**src/rtl/scaler_pkg.sv**
```systemverilog
// scaler_pkg: shared types and constants for the line scheduler.
package scaler_pkg;

  localparam int unsigned MAX_BANKS = 4;
  localparam int unsigned PTR_W     = 2;
  localparam int unsigned REP_W     = 2;
  localparam int unsigned STAT_W    = 16;

  typedef enum logic [1:0] {FREE, FILLING, FULL, READING} bank_state_t;
  typedef enum logic [1:0] {W_IDLE, W_ACTIVE, W_DROP} wr_state_t;
  typedef enum logic {R_PRIME, R_RUN} rd_state_t;

  // Ring pointer increment modulo the configured bank count.
  function automatic logic [PTR_W-1:0] ptr_inc(input logic [PTR_W-1:0] p, input int unsigned n);
    return (32'(p) + 32'd1 >= n) ? '0 : p + PTR_W'(1);
  endfunction

endpackage

```
**src/rtl/scaler_line_scheduler_if.sv**
```systemverilog
// scaler_line_scheduler_if: native/output timing strobes and bank sequencing results.
// Optional: SCALER_SCHED_STATS_EN adds per-frame statistics counters.
interface scaler_line_scheduler_if #(
  parameter int unsigned NBANKS = 3,
  parameter int unsigned LINE_W = 9
);
  localparam int unsigned FILL_W = $clog2(NBANKS + 1);

  logic              in_de;
  logic              in_vs;
  logic              out_line_req;
  logic              out_line_done;
  logic              wr_active;
  logic [1:0]        wr_bank;
  logic              rd_valid;
  logic [1:0]        rd_bank;
  logic [1:0]        rd_rep;
  logic [LINE_W-1:0] rd_src_line;
  logic [FILL_W-1:0] fill_level;
  logic              overrun;
  logic              underrun;
`ifdef SCALER_SCHED_STATS_EN
  logic [15:0]       stat_overruns;
  logic [15:0]       stat_underruns;
`endif

  modport master (
`ifdef SCALER_SCHED_STATS_EN
    input  stat_overruns, stat_underruns,
`endif
    output in_de, in_vs, out_line_req, out_line_done,
    input  wr_active, wr_bank, rd_valid, rd_bank, rd_rep, rd_src_line,
    input  fill_level, overrun, underrun
  );

  modport slave (
`ifdef SCALER_SCHED_STATS_EN
    output stat_overruns, stat_underruns,
`endif
    input  in_de, in_vs, out_line_req, out_line_done,
    output wr_active, wr_bank, rd_valid, rd_bank, rd_rep, rd_src_line,
    output fill_level, overrun, underrun
  );

endinterface

```
**src/rtl/scaler_edge_detect.sv**
```systemverilog
// scaler_edge_detect: registers a level and flags its rising/falling transitions.
module scaler_edge_detect (
  input  logic clk,
  input  logic rst_n,
  input  logic d,
  output logic rise_c,
  output logic fall_c
);
  logic q;

  // Previous-cycle copy of the input.
  always_ff @(posedge clk or negedge rst_n) begin
    if (!rst_n) q <= 1'b0;
    else        q <= d;
  end

  assign rise_c = d & ~q;
  assign fall_c = ~d & q;
endmodule

```
**src/rtl/scaler_line_scheduler.sv**
```systemverilog
// scaler_line_scheduler: bank ring sequencer for the 3x line-replication datapath.
// Optional: define SCALER_SCHED_STATS_EN for per-frame overrun/underrun counters.
module scaler_line_scheduler
  import scaler_pkg::*;
#(
  parameter int unsigned NBANKS      = 3,
  parameter int unsigned SCALE       = 3,
  parameter int unsigned PRIME_LINES = 1,
  parameter int unsigned LINE_W      = 9
) (
  input logic                    clk,
  input logic                    rst_n,
  scaler_line_scheduler_if.slave bus
);
  localparam int unsigned FILL_W = $clog2(NBANKS + 1);

  logic de_rise, de_fall, vs_rise, vs_fall_unused;

  scaler_edge_detect u_de_edge (.clk(clk), .rst_n(rst_n), .d(bus.in_de),
                                .rise_c(de_rise), .fall_c(de_fall));
  scaler_edge_detect u_vs_edge (.clk(clk), .rst_n(rst_n), .d(bus.in_vs),
                                .rise_c(vs_rise), .fall_c(vs_fall_unused));

  wr_state_t         wr_st, wr_st_n;
  rd_state_t         rd_st, rd_st_n;
  bank_state_t       bank_st   [NBANKS];
  bank_state_t       bank_st_n [NBANKS];
  logic [LINE_W-1:0] bank_line   [NBANKS];
  logic [LINE_W-1:0] bank_line_n [NBANKS];
  logic [PTR_W-1:0]  wp, wp_n, rp, rp_n, rp_d;
  logic [REP_W-1:0]  rep, rep_n, rep_d;
  logic [LINE_W-1:0] srcline, srcline_n;
  logic              line_open;

  logic              wr_active_q, wr_active_n;
  logic [PTR_W-1:0]  wr_bank_q, wr_bank_n;
  logic              rd_valid_q, rd_valid_n;
  logic [PTR_W-1:0]  rd_bank_q, rd_bank_n;
  logic [REP_W-1:0]  rd_rep_q, rd_rep_n;
  logic [LINE_W-1:0] rd_src_q, rd_src_n;
  logic [FILL_W-1:0] fill_q, fill_n;
  logic              overrun_q, overrun_n;
  logic              underrun_q, underrun_n;

  // State and output registers.
  always_ff @(posedge clk or negedge rst_n) begin
    if (!rst_n) begin
      wr_st <= W_IDLE;
      rd_st <= R_PRIME;
      for (int unsigned i = 0; i < NBANKS; i++) begin
        bank_st[i]   <= FREE;
        bank_line[i] <= '0;
      end
      wp          <= '0;
      rp          <= '0;
      rep         <= '0;
      srcline     <= '0;
      wr_active_q <= 1'b0;
      wr_bank_q   <= '0;
      rd_valid_q  <= 1'b0;
      rd_bank_q   <= '0;
      rd_rep_q    <= '0;
      rd_src_q    <= '0;
      fill_q      <= '0;
      overrun_q   <= 1'b0;
      underrun_q  <= 1'b0;
    end else begin
      wr_st       <= wr_st_n;
      rd_st       <= rd_st_n;
      bank_st     <= bank_st_n;
      bank_line   <= bank_line_n;
      wp          <= wp_n;
      rp          <= rp_n;
      rep         <= rep_n;
      srcline     <= srcline_n;
      wr_active_q <= wr_active_n;
      wr_bank_q   <= wr_bank_n;
      rd_valid_q  <= rd_valid_n;
      rd_bank_q   <= rd_bank_n;
      rd_rep_q    <= rd_rep_n;
      rd_src_q    <= rd_src_n;
      fill_q      <= fill_n;
      overrun_q   <= overrun_n;
      underrun_q  <= underrun_n;
    end
  end

  // Next-state for write FSM, read FSM and bank ring; vsync clears everything first.
  always_comb begin
    wr_st_n     = wr_st;
    rd_st_n     = rd_st;
    bank_st_n   = bank_st;
    bank_line_n = bank_line;
    wp_n        = wp;
    rp_n        = rp;
    rep_n       = rep;
    srcline_n   = srcline;
    wr_active_n = wr_active_q;
    wr_bank_n   = wr_bank_q;
    rd_valid_n  = rd_valid_q;
    rd_bank_n   = rd_bank_q;
    rd_rep_n    = rd_rep_q;
    rd_src_n    = rd_src_q;
    overrun_n   = 1'b0;
    underrun_n  = 1'b0;
    rp_d        = rp;
    rep_d       = rep;
    line_open   = rd_valid_q;
    fill_n      = '0;

    if (vs_rise) begin
      for (int unsigned i = 0; i < NBANKS; i++) bank_st_n[i] = FREE;
      wp_n        = '0;
      rp_n        = '0;
      rep_n       = '0;
      srcline_n   = '0;
      wr_st_n     = W_IDLE;
      wr_active_n = 1'b0;
      rd_st_n     = R_PRIME;
      rd_valid_n  = 1'b0;
      // A line starting together with vsync lands in the freshly cleared bank 0.
      if (de_rise) begin
        bank_st_n[0] = FILLING;
        wr_bank_n    = '0;
        wr_active_n  = 1'b1;
        wr_st_n      = W_ACTIVE;
      end
    end else begin
      unique case (wr_st)
        W_IDLE: begin
          if (de_rise) begin
            if (bank_st[wp] == FREE) begin
              bank_st_n[wp] = FILLING;
              wr_bank_n     = wp;
              wr_active_n   = 1'b1;
              wr_st_n       = W_ACTIVE;
            end else begin
              overrun_n = 1'b1;
              wr_st_n   = W_DROP;
            end
          end
        end
        W_ACTIVE: begin
          if (de_fall) begin
            bank_st_n[wp]   = FULL;
            bank_line_n[wp] = srcline;
            wp_n            = ptr_inc(wp, NBANKS);
            srcline_n       = srcline + LINE_W'(1);
            wr_active_n     = 1'b0;
            wr_st_n         = W_IDLE;
          end
        end
        W_DROP: begin
          if (de_fall) begin
            srcline_n = srcline + LINE_W'(1);
            wr_st_n   = W_IDLE;
          end
        end
        default: wr_st_n = W_IDLE;
      endcase

      // Completion of the outstanding output line is handled before any new request.
      if (bus.out_line_done && rd_valid_q) begin
        line_open  = 1'b0;
        rd_valid_n = 1'b0;
        if (32'(rep) + 32'd1 >= SCALE) begin
          bank_st_n[rp] = FREE;
          rp_d          = ptr_inc(rp, NBANKS);
          rep_d         = '0;
        end else begin
          rep_d = rep + REP_W'(1);
        end
      end
      rp_n  = rp_d;
      rep_n = rep_d;

      if (bus.out_line_req && !line_open) begin
        if ((rd_st == R_RUN) || (fill_q >= FILL_W'(PRIME_LINES))) begin
          rd_st_n = R_RUN;
          if (rep_d != '0) begin
            rd_valid_n = 1'b1;
            rd_bank_n  = rp_d;
            rd_rep_n   = rep_d;
            rd_src_n   = bank_line[rp_d];
          end else if (bank_st[rp_d] == FULL) begin
            bank_st_n[rp_d] = READING;
            rd_valid_n      = 1'b1;
            rd_bank_n       = rp_d;
            rd_rep_n        = '0;
            rd_src_n        = bank_line[rp_d];
          end else begin
            rd_valid_n = 1'b0;
            underrun_n = 1'b1;
          end
        end else begin
          rd_valid_n = 1'b0;
        end
      end
    end

    for (int unsigned i = 0; i < NBANKS; i++) begin
      if ((bank_st_n[i] == FULL) || (bank_st_n[i] == READING)) fill_n = fill_n + FILL_W'(1);
    end
  end

  assign bus.wr_active   = wr_active_q;
  assign bus.wr_bank     = wr_bank_q;
  assign bus.rd_valid    = rd_valid_q;
  assign bus.rd_bank     = rd_bank_q;
  assign bus.rd_rep      = rd_rep_q;
  assign bus.rd_src_line = rd_src_q;
  assign bus.fill_level  = fill_q;
  assign bus.overrun     = overrun_q;
  assign bus.underrun    = underrun_q;

`ifdef SCALER_SCHED_STATS_EN
  logic [STAT_W-1:0] stat_ovr_q, stat_und_q;

  // Saturating per-frame event counters, cleared at each new frame.
  always_ff @(posedge clk or negedge rst_n) begin
    if (!rst_n) begin
      stat_ovr_q <= '0;
      stat_und_q <= '0;
    end else if (vs_rise) begin
      stat_ovr_q <= '0;
      stat_und_q <= '0;
    end else begin
      if (overrun_n && (stat_ovr_q != '1))  stat_ovr_q <= stat_ovr_q + STAT_W'(1);
      if (underrun_n && (stat_und_q != '1)) stat_und_q <= stat_und_q + STAT_W'(1);
    end
  end

  assign bus.stat_overruns  = stat_ovr_q;
  assign bus.stat_underruns = stat_und_q;
`endif

endmodule

```
**src/flat_wrapper.sv**
```systemverilog
// flat-port wrapper written by rule: the top's interface ports become plain ports
module scaler_line_scheduler_flat import scaler_pkg::*;
#(
  parameter int unsigned NBANKS      = 3,
  parameter int unsigned SCALE       = 3,
  parameter int unsigned PRIME_LINES = 1,
  parameter int unsigned LINE_W      = 9
)
  (clk, rst_n, bus_in_de, bus_in_vs, bus_out_line_req, bus_out_line_done, bus_wr_active, bus_wr_bank, bus_rd_valid, bus_rd_bank, bus_rd_rep, bus_rd_src_line, bus_fill_level, bus_overrun, bus_underrun);
  scaler_line_scheduler_if #(.NBANKS(NBANKS), .LINE_W(LINE_W)) bus_i ();
  input logic clk;
  input logic rst_n;
  input wire logic [$bits(bus_i.in_de)-1:0] bus_in_de;
  input wire logic [$bits(bus_i.in_vs)-1:0] bus_in_vs;
  input wire logic [$bits(bus_i.out_line_req)-1:0] bus_out_line_req;
  input wire logic [$bits(bus_i.out_line_done)-1:0] bus_out_line_done;
  output wire logic [$bits(bus_i.wr_active)-1:0] bus_wr_active;
  output wire logic [$bits(bus_i.wr_bank)-1:0] bus_wr_bank;
  output wire logic [$bits(bus_i.rd_valid)-1:0] bus_rd_valid;
  output wire logic [$bits(bus_i.rd_bank)-1:0] bus_rd_bank;
  output wire logic [$bits(bus_i.rd_rep)-1:0] bus_rd_rep;
  output wire logic [$bits(bus_i.rd_src_line)-1:0] bus_rd_src_line;
  output wire logic [$bits(bus_i.fill_level)-1:0] bus_fill_level;
  output wire logic [$bits(bus_i.overrun)-1:0] bus_overrun;
  output wire logic [$bits(bus_i.underrun)-1:0] bus_underrun;
  assign bus_i.in_de = bus_in_de;
  assign bus_i.in_vs = bus_in_vs;
  assign bus_i.out_line_req = bus_out_line_req;
  assign bus_i.out_line_done = bus_out_line_done;
  assign bus_wr_active = bus_i.wr_active;
  assign bus_wr_bank = bus_i.wr_bank;
  assign bus_rd_valid = bus_i.rd_valid;
  assign bus_rd_bank = bus_i.rd_bank;
  assign bus_rd_rep = bus_i.rd_rep;
  assign bus_rd_src_line = bus_i.rd_src_line;
  assign bus_fill_level = bus_i.fill_level;
  assign bus_overrun = bus_i.overrun;
  assign bus_underrun = bus_i.underrun;
  scaler_line_scheduler #(.NBANKS(NBANKS), .SCALE(SCALE), .PRIME_LINES(PRIME_LINES), .LINE_W(LINE_W)) u_core (.clk(clk), .rst_n(rst_n), .bus(bus_i));
endmodule
```
**config.mk**
```make
export PLATFORM = sky130hd
export DESIGN_NAME = scaler_line_scheduler_flat
export DESIGN_NICKNAME = d
export VERILOG_FILES = /design/src/rtl/scaler_pkg.sv /design/src/rtl/scaler_line_scheduler_if.sv /design/src/rtl/scaler_edge_detect.sv /design/src/rtl/scaler_line_scheduler.sv /design/src/flat_wrapper.sv
export SDC_FILE = /design/constraint.sdc
export NUM_CORES = 1
export LEC_CHECK = 0
export ABC_AREA = 0
export BUFFER_PORTS_ARGS = -buffer_cell sky130_fd_sc_hd__buf_2
export CAP_MARGIN = 20
export CORE_AREA = 2 2 88 90
export DETAILED_ROUTE_END_ITERATION = 12
export DIE_AREA = 0 0 90 92
export PLACE_DENSITY_LB_ADDON = 0.08
export SLEW_MARGIN = 20
export SYNTH_ARGS = -nofsm -noshare
export SYNTH_HDL_FRONTEND = slang
export SYNTH_HIERARCHICAL = 1
export SYNTH_SLANG_ARGS = --single-unit
```
**constraint.sdc**
```tcl
create_clock -name clk -period 2 [get_ports clk]
set_input_delay 0.3 -clock clk [delete_from_list [all_inputs] [get_ports clk]]
set_output_delay 0.3 -clock clk [all_outputs]
set_load 0.01 [all_outputs]
```
---- After elaboration in Yosys (flattened, before gate mapping) ----
Cells that the tools add are included.
word-level totals
  register bits ........................... 74
  input bits .............................. 6
  output and inout port bits .............. 21
  logic and storage cells ................. 197
operators by class
  add/sub/neg operators ................... 9
  magnitude comparators ................... 10
  eq/ne operators ......................... 13
  mux-type cells .......................... 92
  bitwise gates (word level) .............. 19
  reductions and logical operators ........ 31
operator list
  kind                                                                                  count
  32-bit by 2-bit greater-or-equal comparator with 1-bit output, second input constant  3
  6-bit 2-to-1 mux                                                                      12
  9-bit 2-to-1 mux                                                                      8
  2-bit 2-to-1 mux                                                                      35
  27-bit bitwise mux                                                                    1
  1-bit 2-to-1 mux                                                                      26
  9-bit binary-select mux with 2-bit select                                             1
  9-bit demux with 2-bit select                                                         1
  2-bit nonzero test                                                                    9
  2-bit equality test, second input constant                                            8
  2-bit demux with 2-bit select                                                         3
  6-bit one-hot mux with 2 select lines                                                 1
  2-bit by 1-bit adder with 3-bit output, second input constant                         3
  9-bit by 1-bit adder with 9-bit output, second input constant                         1
  3-bit greater-or-equal comparator, second input constant                              3
  3-bit by 1-bit < comparator with 1-bit output, second input constant                  3
  3-bit by 2-bit != test with 1-bit output, second input constant                       3
  2-bit inverter with 3-bit output                                                      3
  2-bit by 1-bit adder with 2-bit output, second input constant                         4
  2-bit binary-select mux with 2-bit select                                             2
  2-bit AND reduction                                                                   4
  4-bit AND reduction                                                                   2
  3-bit bitwise AND                                                                     2
  6-bit bitwise AND                                                                     1
  19 further kinds                                                                      35

---- Depth between registers and ports, before layout ----
  word-level depth ........................ 28
  depth in mapped cells ................... 9
  gate-level depth less buffers ........... 9

---- Cells and area by module ----
The synthesis kept the hierarchy.
by module, submodules not included
  module                 instances  cells an instance  area each (sq um)
  scaler_line_scheduler  1          358                3774.9
  scaler_edge_detect     2          3                  40.0

---- Least setup slack after synthesis ----
OpenSTA, ideal clock, no wires.
  path kind ............................... register -> register
  start point ............................. reg u_core.rd_valid_q (netlist: u_core/bus.rd_valid)
  end point ............................... reg u_core.rd_bank_q[0] (netlist: u_core/bus.rd_bank[0])
  library setup time ...................... 0.125 ns
  arrival time ............................ 1.846 ns
  required time ........................... 1.875 ns
  path slack .............................. 0.028 ns
  stages on the path, launching flop included .. 8
  path buffers ............................ 2
  clock period less this slack ............ 1.972 ns
  cell sequence ........................... dfrtp_1 -> and3_1 -> buf_6 -> a32oi_4 -> nor2_2 -> nor4_4 -> buf_6 -> mux2_4
on the way
  word-level cells in the longest chain between the ends .. 10
  elaborated cells on any way between the ends .. 19
ends and longest elaborated chain
  element                                                 RTL line                      text
  from (decl)                                             scaler_line_scheduler.sv:37   logic rd_valid_q, rd_valid_n;
  from (signal assigned)                                  scaler_line_scheduler.sv:78   rd_valid_q <= rd_valid_n;
  1-bit logical AND                                       scaler_line_scheduler.sv:163  if (bus.out_line_done && rd_valid_q) begin
  2-bit 2-to-1 mux                                        scaler_line_scheduler.sv:163
  2-bit 2-to-1 mux                                        scaler_line_scheduler.sv:111  if (vs_rise) begin
  2-bit inverter with 3-bit output (not written as such)  scaler_line_scheduler.sv:185  end else if (bank_st[rp_d] == FULL) begin
  2-bit binary-select mux with 2-bit select               scaler_line_scheduler.sv:185
  2-bit 2-to-1 mux (not written as such) (2 in series)    scaler_line_scheduler.sv:185
  2-bit equality test                                     scaler_line_scheduler.sv:185
  2-bit nonzero test (no line)                            --
  4-bit AND reduction (no line)                           --
  to (signal assigned)                                    scaler_line_scheduler.sv:79   rd_bank_q <= rd_bank_n;
  to (decl)                                               scaler_line_scheduler.sv:38   logic [PTR_W-1:0] rd_bank_q, rd_bank_n;
Several ways; a longest one is shown, not always the timed one. The select of a mux whose other input is x is not followed.
A chain may end at the register's enable or synchronous reset.

---- Worst setup path after layout ----
  start point ............................. reg u_core.rd_valid_q (netlist: u_core/bus.rd_valid)
  end point ............................... reg u_core.rd_src_q[0] (netlist: u_core/bus.rd_src_line[0])
on the way
  word-level cells in the longest chain between the ends .. 10
  elaborated cells on any way between the ends .. 22
ends and longest elaborated chain
  element                                                 RTL line                                                                                  text
  1-bit logical AND                                       scaler_line_scheduler.sv:163
  2-bit 2-to-1 mux                                        scaler_line_scheduler.sv:163
  2-bit 2-to-1 mux                                        scaler_line_scheduler.sv:111
  2-bit inverter with 3-bit output (not written as such)  scaler_line_scheduler.sv:184, scaler_line_scheduler.sv:185, scaler_line_scheduler.sv:190
  2-bit binary-select mux with 2-bit select               scaler_line_scheduler.sv:185
  2-bit 2-to-1 mux (not written as such) (2 in series)    scaler_line_scheduler.sv:185
  2-bit equality test                                     scaler_line_scheduler.sv:185
  2-bit nonzero test (no line)                            --
  4-bit AND reduction (no line)                           --
  to (signal assigned)                                    scaler_line_scheduler.sv:81                                                               rd_src_q <= rd_src_n;
  to (decl)                                               scaler_line_scheduler.sv:40                                                               logic [LINE_W-1:0] rd_src_q, rd_src_n;
Several ways; a longest one is shown, not always the timed one. The select of a mux whose other input is x is not followed.

==> insert_results.sql <==
INSERT INTO impl_metrics (metric_group, metric, value, unit) VALUES
('critical_path', 'critical-path-slowest-cell', 'dfrtp_2', ''),
('placement', 'buffer_ports.inserted', '26', ''),
('cells_and_area', 'final_layout_size_suffix_gt1_share', '31.5', '%'),
('timing', 'slew_viol_final', '0', ''),
('timing', 'rsz_0062_raised_after_global_routing', 'yes', ''),
('synth', 'synth.yosys.warnings', '6', ''),
('cells_and_area', 'final.fill_count', '632', ''),
('global_routing', 'grt_start_max_net_pins', '48', ''),
('timing', 'timing.hold.ws', '0.0713', 'ns'),
('timing', 'layout_setup_ws', '0.0419', 'ns'),
('die', 'core_region_area', '7450', 'um2'),
('drt', 'route.detailed.wl_per_inst', '17.8', 'um'),
('min_path', 'min-delay-start', 'bus_in_vs', ''),
('cells_and_area', 'synthToLayoutAreaGrowth', '19.5', '%'),
('critical_path', 'critPathLaunchType', 'flop', ''),
('drt', 'drtPass1Iterations', '5', ''),
('die', 'floorplan.die.width', '90', 'um'),
('drt', 'routed-via-count', '3007', ''),
('critical_path', 'crit_path_start', 'u_core/bus.rd_valid', ''),
('clock_tree', 'clock_insertion_delay_worst_skew', '0.35', 'ns'),
('critical_path', 'critical_path_required', '2.23', 'ns'),
('die', 'dieHeight', '92', 'um'),
('pwr', 'power-per-cell-area', '1010', 'nW/um2'),
('clock_tree', 'tritoncts', 'yes', ''),
('placement', 'gpl.final_weighted_congestion', '0.805', ''),
('cells_and_area', 'fin_nets', '423', ''),
('critical_path', 'endpoint_kind', 'flop', ''),
('clock_tree', 'clk_transition_reported_paths', '0.08', 'ns'),
('critical_path', 'critPathMaxFanout', '7', ''),
('run_status', 'status', 'finished, final reports clean', ''),
('min_path', 'min_delay_path_depth', '1', ''),
('job', 'cap_violations', '0', ''),
('pwr', 'ir_drop', '0.429', 'mV'),
('drt', 'route.antenna.remaining_nets', '0', ''),
('global_routing', 'antenna_violations_before_repair', '0', ''),
('timing', 'timing_worst_slew_pin_value', '0.668', 'ns'),
('synth', 'synth.avg_cell_area', '10.6', 'um2'),
('synth', 'mappedNetlistArea', '3850', 'um2'),
('die', 'floorplan.initialDensity', '51.6', '%'),
('clock_tree', 'clock_sink_count', '74', ''),
('clock_tree', 'cts_htree_levels', '3', ''),
('drt', 'post-route-drc-count', '0', ''),
('critical_path', 'path_depth_of_the_worst_reg2reg_path', '6', ''),
('timing', 'timing.setup.tns', '0', 'ns'),
('timing', 'timing.clock.skew', '0.00934', 'ns'),
('cells_and_area', 'final_cell_mix', 'dfrtp_1, buf_4, mux2_2, buf_2', ''),
('critical_path', 'r2r_start', 'u_core/bus.rd_valid', ''),
('timing', 'final_period_minus_worst_setup_slack', '1.96', 'ns'),
('placement', 'dp_worst_setup_slack', '0.0115', 'ns'),
('timing', 'hold_viol_final', '0', ''),
('min_path', 'type_of_the_most_critical_hold_path', 'input pin to flop', ''),
('critical_path', 'setup.reg_to_reg.worst_slack', '0.04', 'ns'),
('timing', 'max_clock_freq', '511', 'MHz'),
('drt', 'detail_route.vias_per_cell', '5.81', ''),
('critical_path', 'timing.critical_path.cells', 'and3_4 -> a32oi_4 -> nor2_2 -> nor4_4 -> buf_12 -> mux2_2', ''),
('drt', 'wl', '9.24', 'mm'),
('cells_and_area', 'post-route-cell-area', '4600', 'um2'),
('cells_and_area', 'finalCoreUtilization', '61.7', '%'),
('cells_and_area', 'layout_commonest_cell', 'dfrtp_1', ''),
('cells_and_area', 'diodes', '0', ''),
('synth', 'synthesis.instances', '363', ''),
('critical_path', 'critical_path.top_delay_family', 'simple AND/OR/NAND/NOR gates', ''),
('die', 'core.rowCount', '32', ''),
('timing', 'slew_headroom', '55.3', '%'),
('clock_tree', 'cts_buffer_depth', '2', ''),
('critical_path', 'critical_path_class', 'flop to flop', ''),
('critical_path', 'r2r_end', 'u_core/bus.rd_src_line[0]', ''),
('global_routing', 'grt_first_pass_wirelength', '15.4', 'mm'),
('critical_path', 'cp_slowest_stage_delay', '0.45', 'ns'),
('die', 'number_of_primary_i_o_pins', '27', ''),
('timing', 'fin_crit_sh', '97.9', '%');
[final cells by class]
| class | count | area (um2) | area share, % |
|---|---|---|---|
| Inverter | 17 | 63.8 | 1.39 |
| Multi-Input combinational cell | 247 | 1870 | 40.6 |
| Timing Repair Buffer | 63 | 443 | 9.64 |
| Sequential cell | 74 | 1850 | 40.3 |
| Tap cell | 102 | 128 | 2.78 |
| Clock buffer | 10 | 138 | 2.99 |
| Clock inverter | 5 | 103 | 2.23 |
[worst max-delay path by stage]
stage                                            to  depth (start not counted)
after CTS                 u_core/bus.rd_src_line[1]                          6
after floorplan               u_core/bus.rd_bank[0]                          7
after detailed placement   u_core/bus.fill_level[0]                          9
final                     u_core/bus.rd_src_line[0]                          6
after global placement     u_core/bus.fill_level[0]                          9
after global routing              u_core/srcline[3]                          7
[metrics by stage]
stage	instances	power [uW]
2_1_floorplan	363	2720
3_3_place_gp	498	3110
3_5_place_dp	498	3140
4_1_cts	514	4570
5_1_grt	518	4910
6_report	518	4630
[flip-flops by register name, indices dropped and copies added (netlist names), 6 cells and up]
register	flops
u_core/bank_line	27
u_core/bank_st	6
u_core/bus.rd_src_line	9
u_core/srcline	9
[report_power, final]
part / internal (uW) / switching (uW) / leakage [uW] / total [uW]
clock network: 854 / 565 / 0.000118 / 1420
registers: 1710 / 194 / 0.00100 / 1900
logic: 621 / 689 / 0.00104 / 1310
total: 3190 / 1450 / 0.00216 / 4630
[layer usage]
layer	track usage, %	vias up	part of all wire, %
met5	0	-	0
met4	6.15	0	1.2
met3	4.27	11	3.3
met2	38.3	62	48
met1	32.4	1504	47
li1	-	1430	-
[timing repair]
item | 4_1_cts | 5_1_grt
setup endpoints to repair | 6 | 21
resized for setup | 2 | 13
hold buffers | 1 | 0
cloned | 0 | 1
pin swaps | 0 | 1
endpoints found under the hold margin | 40 | 0
setup buffers | 0 | 3
(Power assumes the default switching activity.)
